## config.mk

```make
export PLATFORM = sky130hd
export DESIGN_NAME = stopwatch_counter_flat
export DESIGN_NICKNAME = d
export VERILOG_FILES = /design/src/rtl/stopwatch_counter_pkg.sv /design/src/rtl/stopwatch_counter_if.sv /design/src/rtl/stopwatch_counter_bcd_pair_counter.sv /design/src/rtl/stopwatch_counter.sv /design/src/flat_wrapper.sv
export SDC_FILE = /design/constraint.sdc
export NUM_CORES = 1
export LEC_CHECK = 0
export ABC_AREA = 1
export BUFFER_PORTS_ARGS = -buffer_cell sky130_fd_sc_hd__buf_2
export CORE_MARGIN = 1.5
export CORE_UTILIZATION = 54
export DETAILED_ROUTE_END_ITERATION = 10
export PLACE_DENSITY = 0.77
export SYNTH_ARGS = -nofsm -noshare
export SYNTH_HDL_FRONTEND = slang
export SYNTH_SLANG_ARGS = --single-unit
```

## constraint.sdc

```tcl
create_clock -name M_CLK -period 1.95 [get_ports M_CLK]
set_input_delay 0.2925 -clock M_CLK [delete_from_list [all_inputs] [get_ports M_CLK]]
set_output_delay 0.2925 -clock M_CLK [all_outputs]
set_load 0.01 [all_outputs]
```

## src/rtl/stopwatch_counter_pkg.sv

```systemverilog
// Shared definitions for the stopwatch timekeeping core.
//   DIGIT_W    : width of one BCD digit
//   SEC_WRAP   : largest seconds value (seconds wrap 59 -> 00)
//   bcd_pair_t : two-digit BCD value (tens, ones)
package stopwatch_counter_pkg;

  localparam int DIGIT_W  = 4;
  localparam int SEC_WRAP = 59;

  typedef struct packed {
    logic [DIGIT_W-1:0] tens;
    logic [DIGIT_W-1:0] ones;
  } bcd_pair_t;

endpackage

```

## src/rtl/stopwatch_counter_if.sv

```systemverilog
// Signal bundle between the stopwatch counter and its neighbours.
//   ONE_CLK, TWO_CLK : divided clocks from the divider, treated as data
//   PAUSE, ADJ, SEL  : pause button, adjust switch, adjust field select
//   MIN_*/SEC_*      : BCD digits towards the seven-segment stage
//   PAUSED           : counting halted
// modport master : the side driving the controls and reading the display
// modport slave  : the stopwatch counter itself
interface stopwatch_counter_if;
  import stopwatch_counter_pkg::*;

  logic               ONE_CLK;
  logic               TWO_CLK;
  logic               PAUSE;
  logic               ADJ;
  logic               SEL;
  logic [DIGIT_W-1:0] MIN_TENS;
  logic [DIGIT_W-1:0] MIN_ONES;
  logic [DIGIT_W-1:0] SEC_TENS;
  logic [DIGIT_W-1:0] SEC_ONES;
  logic               PAUSED;

  modport master (
    output ONE_CLK, TWO_CLK, PAUSE, ADJ, SEL,
    input  MIN_TENS, MIN_ONES, SEC_TENS, SEC_ONES, PAUSED
  );

  modport slave (
    input  ONE_CLK, TWO_CLK, PAUSE, ADJ, SEL,
    output MIN_TENS, MIN_ONES, SEC_TENS, SEC_ONES, PAUSED
  );

endinterface

```

## src/rtl/stopwatch_counter_bcd_pair_counter.sv

```systemverilog
// Two-digit BCD up-counter that wraps from WRAP back to 00.
//   clk   : clock
//   clr   : synchronous clear to 00 (wins over inc)
//   inc   : count one step on this edge
//   value : current count, registered
//   carry : high in the cycle an inc wraps the count (combinational, so the
//           next stage can step on the same edge)
module bcd_pair_counter
  import stopwatch_counter_pkg::*;
#(
  parameter int WRAP = SEC_WRAP
) (
  input  logic      clk,
  input  logic      clr,
  input  logic      inc,
  output bcd_pair_t value,
  output logic      carry
);

  localparam logic [DIGIT_W-1:0] WRAP_TENS = DIGIT_W'(WRAP / 10);
  localparam logic [DIGIT_W-1:0] WRAP_ONES = DIGIT_W'(WRAP % 10);
  localparam logic [DIGIT_W-1:0] NINE      = DIGIT_W'(9);

  bcd_pair_t value_reg;
  bcd_pair_t value_next;
  logic      at_wrap;

  assign at_wrap = (value_reg.tens == WRAP_TENS) && (value_reg.ones == WRAP_ONES);

  always_comb begin
    value_next = value_reg;
    if (inc) begin
      if (at_wrap) begin
        value_next = '0;
      end else if (value_reg.ones == NINE) begin
        value_next.tens = value_reg.tens + 1'b1;
        value_next.ones = '0;
      end else begin
        value_next.ones = value_reg.ones + 1'b1;
      end
    end
  end

  always_ff @(posedge clk) begin
    if (clr) begin
      value_reg <= '0;
    end else begin
      value_reg <= value_next;
    end
  end

  assign value = value_reg;
  assign carry = inc & at_wrap;

endmodule

```

## src/rtl/stopwatch_counter.sv

```systemverilog
// Stopwatch timekeeping core: MM:SS BCD count with pause and manual adjust.
// The divided clocks are sampled as data in the M_CLK domain.
//   M_CLK : master clock, the only clock
//   RST   : synchronous, active-high reset
//   bus   : slave side of stopwatch_counter_if (controls in, digits out)
// Parameters:
//   SYNC_STAGES : depth of each input synchronizer (>= 2)
//   MIN_WRAP    : largest minutes value before wrapping to 00
module stopwatch_counter
  import stopwatch_counter_pkg::*;
#(
  parameter int SYNC_STAGES = 2,
  parameter int MIN_WRAP    = 59
) (
  input  logic                M_CLK,
  input  logic                RST,
  stopwatch_counter_if.slave  bus
);

  localparam int N_IN    = 5;
  localparam int I_ONE   = 0;
  localparam int I_TWO   = 1;
  localparam int I_PAUSE = 2;
  localparam int I_ADJ   = 3;
  localparam int I_SEL   = 4;
  localparam int N_EDGE  = 3;  // ONE_CLK, TWO_CLK and PAUSE get edge detection

  logic [N_IN-1:0]   raw;
  logic [N_IN-1:0]   synced;
  logic [N_EDGE-1:0] prev_reg;
  logic [N_EDGE-1:0] rise;
  logic              tick1, tick2, pbtn, adj_mode, sel_sec;
  logic              paused_reg;
  logic              sec_inc, min_inc, sec_carry, min_carry_unused;
  bcd_pair_t         sec_val, min_val;

  assign raw = {bus.SEL, bus.ADJ, bus.PAUSE, bus.TWO_CLK, bus.ONE_CLK};

  genvar gi;
  generate
    for (gi = 0; gi < N_IN; gi++) begin : g_sync
      logic [SYNC_STAGES-1:0] stage_reg;
      always_ff @(posedge M_CLK) begin
        if (RST) begin
          stage_reg <= '0;
        end else begin
          stage_reg <= {stage_reg[SYNC_STAGES-2:0], raw[gi]};
        end
      end
      assign synced[gi] = stage_reg[SYNC_STAGES-1];
    end
  endgenerate

  // The rise is taken from the last synchronizer stage combinationally, so
  // the counter registers update on edge SYNC_STAGES+1.
  always_ff @(posedge M_CLK) begin
    if (RST) begin
      prev_reg <= '0;
    end else begin
      prev_reg <= synced[N_EDGE-1:0];
    end
  end

  assign rise     = synced[N_EDGE-1:0] & ~prev_reg;
  assign tick1    = rise[I_ONE];
  assign tick2    = rise[I_TWO];
  assign pbtn     = rise[I_PAUSE];
  assign adj_mode = synced[I_ADJ];
  assign sel_sec  = synced[I_SEL];

  // Run-mode ticks are gated by the PAUSED value before any toggle this cycle.
  assign sec_inc = (~adj_mode & tick1 & ~paused_reg) | (adj_mode & tick2 & sel_sec);
  assign min_inc = (~adj_mode & sec_carry) | (adj_mode & tick2 & ~sel_sec);

  always_ff @(posedge M_CLK) begin
    if (RST) begin
      paused_reg <= 1'b0;
    end else if (pbtn) begin
      paused_reg <= ~paused_reg;
    end
  end

  bcd_pair_counter #(.WRAP(SEC_WRAP)) u_sec (
    .clk   (M_CLK),
    .clr   (RST),
    .inc   (sec_inc),
    .value (sec_val),
    .carry (sec_carry)
  );

  // Minutes wrap silently; their carry is intentionally not consumed.
  bcd_pair_counter #(.WRAP(MIN_WRAP)) u_min (
    .clk   (M_CLK),
    .clr   (RST),
    .inc   (min_inc),
    .value (min_val),
    .carry (min_carry_unused)
  );

  assign bus.MIN_TENS = min_val.tens;
  assign bus.MIN_ONES = min_val.ones;
  assign bus.SEC_TENS = sec_val.tens;
  assign bus.SEC_ONES = sec_val.ones;
  assign bus.PAUSED   = paused_reg;

endmodule

```

## src/flat_wrapper.sv

```systemverilog
// flat-port wrapper written by rule: the top's interface ports become plain ports
module stopwatch_counter_flat import stopwatch_counter_pkg::*;
#(
  parameter int SYNC_STAGES = 2,
  parameter int MIN_WRAP    = 59
)
  (M_CLK, RST, bus_ONE_CLK, bus_TWO_CLK, bus_PAUSE, bus_ADJ, bus_SEL, bus_MIN_TENS, bus_MIN_ONES, bus_SEC_TENS, bus_SEC_ONES, bus_PAUSED);
  stopwatch_counter_if bus_i ();
  input  logic M_CLK;
  input  logic RST;
  input wire logic [$bits(bus_i.ONE_CLK)-1:0] bus_ONE_CLK;
  input wire logic [$bits(bus_i.TWO_CLK)-1:0] bus_TWO_CLK;
  input wire logic [$bits(bus_i.PAUSE)-1:0] bus_PAUSE;
  input wire logic [$bits(bus_i.ADJ)-1:0] bus_ADJ;
  input wire logic [$bits(bus_i.SEL)-1:0] bus_SEL;
  output wire logic [$bits(bus_i.MIN_TENS)-1:0] bus_MIN_TENS;
  output wire logic [$bits(bus_i.MIN_ONES)-1:0] bus_MIN_ONES;
  output wire logic [$bits(bus_i.SEC_TENS)-1:0] bus_SEC_TENS;
  output wire logic [$bits(bus_i.SEC_ONES)-1:0] bus_SEC_ONES;
  output wire logic [$bits(bus_i.PAUSED)-1:0] bus_PAUSED;
  assign bus_i.ONE_CLK = bus_ONE_CLK;
  assign bus_i.TWO_CLK = bus_TWO_CLK;
  assign bus_i.PAUSE = bus_PAUSE;
  assign bus_i.ADJ = bus_ADJ;
  assign bus_i.SEL = bus_SEL;
  assign bus_MIN_TENS = bus_i.MIN_TENS;
  assign bus_MIN_ONES = bus_i.MIN_ONES;
  assign bus_SEC_TENS = bus_i.SEC_TENS;
  assign bus_SEC_ONES = bus_i.SEC_ONES;
  assign bus_PAUSED = bus_i.PAUSED;
  stopwatch_counter #(.SYNC_STAGES(SYNC_STAGES), .MIN_WRAP(MIN_WRAP)) u_core (.M_CLK(M_CLK), .RST(RST), .bus(bus_i));
endmodule
```

==> results.txt <==
Synth Net Count = 190
final setup skew = 5.636 ps
peak supply drop = 0.6599 mV
grt ovf = 0
number of setup buffers added after CTS = 0
pwr/cell area = 752.2 mW/mm2
most frequent CP cell = nand2_1
leakage power = 0.7293 nW
CTS Buf Count = 5
Die Y = 53.42 um
CP endpoint kind = flip-flop
Worst Path Arrival = 1800 ps
HP Class = in -> reg
GP Congestion = 0.6768
Avg Synthesized Cell Area = 7.843 um2
Cells after Synth = 175
top cells by count, synth = nor2_1, dfxtp_1, inv_1, nand2_1, a21oi_1
htree depth = 2
Final Net Count = 217
final WL = 2322 um
placed inst area = 0.001503 mm2
asr flop ratio synth = 0%
RSZ-0062 raised after global routing = no
Max stage delay on crit path = 420 ps
routed vias/inst = 4.858
vias in the first global route = 987
status = finished clean
Post-synth EDFFs = 0
gr usage total = 18.90%
CTS Buffer Depth = 2
CTS tree = yes
max-slew violations = 0
largest net degree at the start of global routing = 20
Post-DRT Antenna Nets = 0
fin crit share = 78.55%
first-pass GRT wire length = 3815 um
relative slew slack = 74.95%
die area = 0.002853 mm2
DPL Wire Length = 1735 um
number of flip-flops in the largest register = 10
Die W = 53.42 um
most common cell in the netlist = nor2_1
Clock Power Share = 42.3%
Seq cells post-synth = 30
Setup TNS = 0 ps
sequential power share = 53.4%
max_cap viols = 0
post-synthesis sequential area ratio = 43.76%
internal power = 0.0009452 W
register area = 600.6 um2
Setup crit start kind = flip-flop
# rows = 18
Antenna Cells = 0
post-place setup slack = 434.6 ps
Final min period = 1532 ps
count of input and output buffers = 23
Iteration-0 DRC Markers = 21
Sink Count = 30
Core Area = 0.002432 mm2
synth top area cells = dfxtp_1, nor2_1, inv_1
CP Class = reg -> reg
Psw = 0.0002462 W
router iterations before antenna repair = 4
hold_buf cts = 0
FMAX = 0.6528 GHz
Post-synth top flop = dfxtp_1
Layout Area Growth over Synthesis = 15.41%
Switching Fraction = 20.67%
Synth area leader = dfxtp_1
DR WL/cell = 10.01 um
mapped cell area = 0.001373 mm2
CP cell instances = ha_1, nand3_2, nor2_4, nand3_4, nand2_4, nand2_1, nand2_1, nand2_1, nor2_1
worst-margin pin slew = 375.4 ps
I/O pins = 24
antenna violations before repair = 0
Starting Density = 56.43%
share of the synthesized area in the top cell type = 43.76%
Top delay family on crit path = simple AND/OR/NAND/NOR gates
post-route design area = 0.001584 mm2
WP buf/inv = 0
ratio of cells with drive above 1 in the final layout = 19.80%
CP required = 2210 ps
final worst setup slack = 418.2 ps
Logic pwr share = 4.2%
DR vias = 1127
CP max stage cell = dfxtp_1
Worst-path clk slew = 90 ps
drc violations = 0
Multi-input gate area = 636.9 um2
root buffer cell = clkbuf_4
final setup fails = 0
CP Max Fanout = 13
fill count = 219
worst skew pair latency = 320 ps
Final Hold Viols = 0
synth warn = 0
Resize count post-CTS = 0
Yosys cell types = 27
## final timing paths
kind,start,cells after the start,slack (ps),end
max,u_core.u_sec.value[0]$_SDFFE_PP0P_,9,420,u_core.u_min.value[6]$_SDFFE_PP0P_
min,bus_PAUSE,3,160,u_core.g_sync[2].stage_reg[0]$_SDFF_PP0_
max reg2reg,u_core.u_sec.value[0]$_SDFFE_PP0P_,9,420,u_core.u_min.value[6]$_SDFFE_PP0P_
min reg2reg,u_core.g_sync[3].stage_reg[0]$_SDFF_PP0_,2,400,u_core.g_sync[3].stage_reg[1]$_SDFF_PP0_
## area by class of cell
class                           count  share of cell area [%]
Sequential cell                    30                   37.91
Tap cell                           30                   2.370
Clock inverter                      1                   1.896
Timing Repair Buffer               23                   7.267
Clock buffer                        6                   3.239
Multi-Input combinational cell    112                   40.21
Inverter                           30                   7.109
## placed cells by master (no fill, tap or decap), drive strengths merged
| cell | Yosys | final |
|---|---|---|
| nor3 | 6 | 6 |
| ha | 8 | 8 |
| inv | 29 | 29 |
| xnor2 | 2 | 2 |
| nand4 | 3 | 3 |
| xor2 | 3 | 3 |
| a21oi | 12 | 12 |
| a211oi | 1 | 1 |
| nand3 | 14 | 14 |
| nor3b | 1 | 1 |
| dfxtp | 30 | 30 |
| nand2 | 23 | 23 |
| o21ai | 4 | 4 |
| clkbuf | 1 | 6 |
| bufinv | 0 | 1 |
| clkinv | 1 | 1 |
| o21a | 1 | 1 |
| or2 | 1 | 1 |
| nor2 | 33 | 33 |
| buf | 2 | 23 |
## tightest hold or removal path, stage by stage
cell and delay (ps):
buf_2 70, inv_1 30, nor2_1 60
## cell families (layout without fill, tap and decap cells)
| group | Yosys count | count (layout) | synth area share, % |
|---|---|---|---|
| compound gates | 18 | 18 | 6.929 |
| xor+xnor | 5 | 5 | 3.191 |
| fa+ha+maj | 8 | 8 | 7.293 |
| buf+inv | 33 | 60 | 9.844 |
| flops | 30 | 30 | 43.76 |
| simple gates | 81 | 81 | 28.99 |
## per-layer routing
| layer | share of wire, % | wire length (um) | track usage [%] | up-vias |
|---|---|---|---|---|
| li1 | - | - | - | 598 |
| met3 | 4.3 | 101 | 6.780 | 5 |
| met4 | 2.1 | 48 | 8.974 | 0 |
| met2 | 49 | 1136 | 33.54 | 24 |
| met1 | 45 | 1035 | 19.41 | 500 |
| met5 | 0 | 0 | 0 | - |
## power by group through the flow
stage / registers, W / clock network [W] / logic (W)
after floorplan: 0.000651 / 0 / 0.0000347
after global placement: 0.000650 / 0 / 0.0000497
after detailed placement: 0.000651 / 0 / 0.0000513
after CTS: 0.000637 / 0.000515 / 0.0000517
after global routing: 0.000639 / 0.000545 / 0.0000591
final: 0.000637 / 0.000504 / 0.0000506
## stage by stage
step | utilization, % | power, W | instances | hold WS, ps
floorplan | - | 0.0006858 | 175 | 388.3
global placement | 61.78 | 0.0006996 | 225 | 388.5
detailed placement | 61.78 | 0.0007022 | 225 | 395.1
CTS | 65.12 | 0.001203 | 232 | 155.2
global route | 65.12 | 0.001243 | 232 | 151.3
finish | 65.12 | 0.001191 | 232 | 160.7
Note: power is estimated with default switching activity, not from simulation.
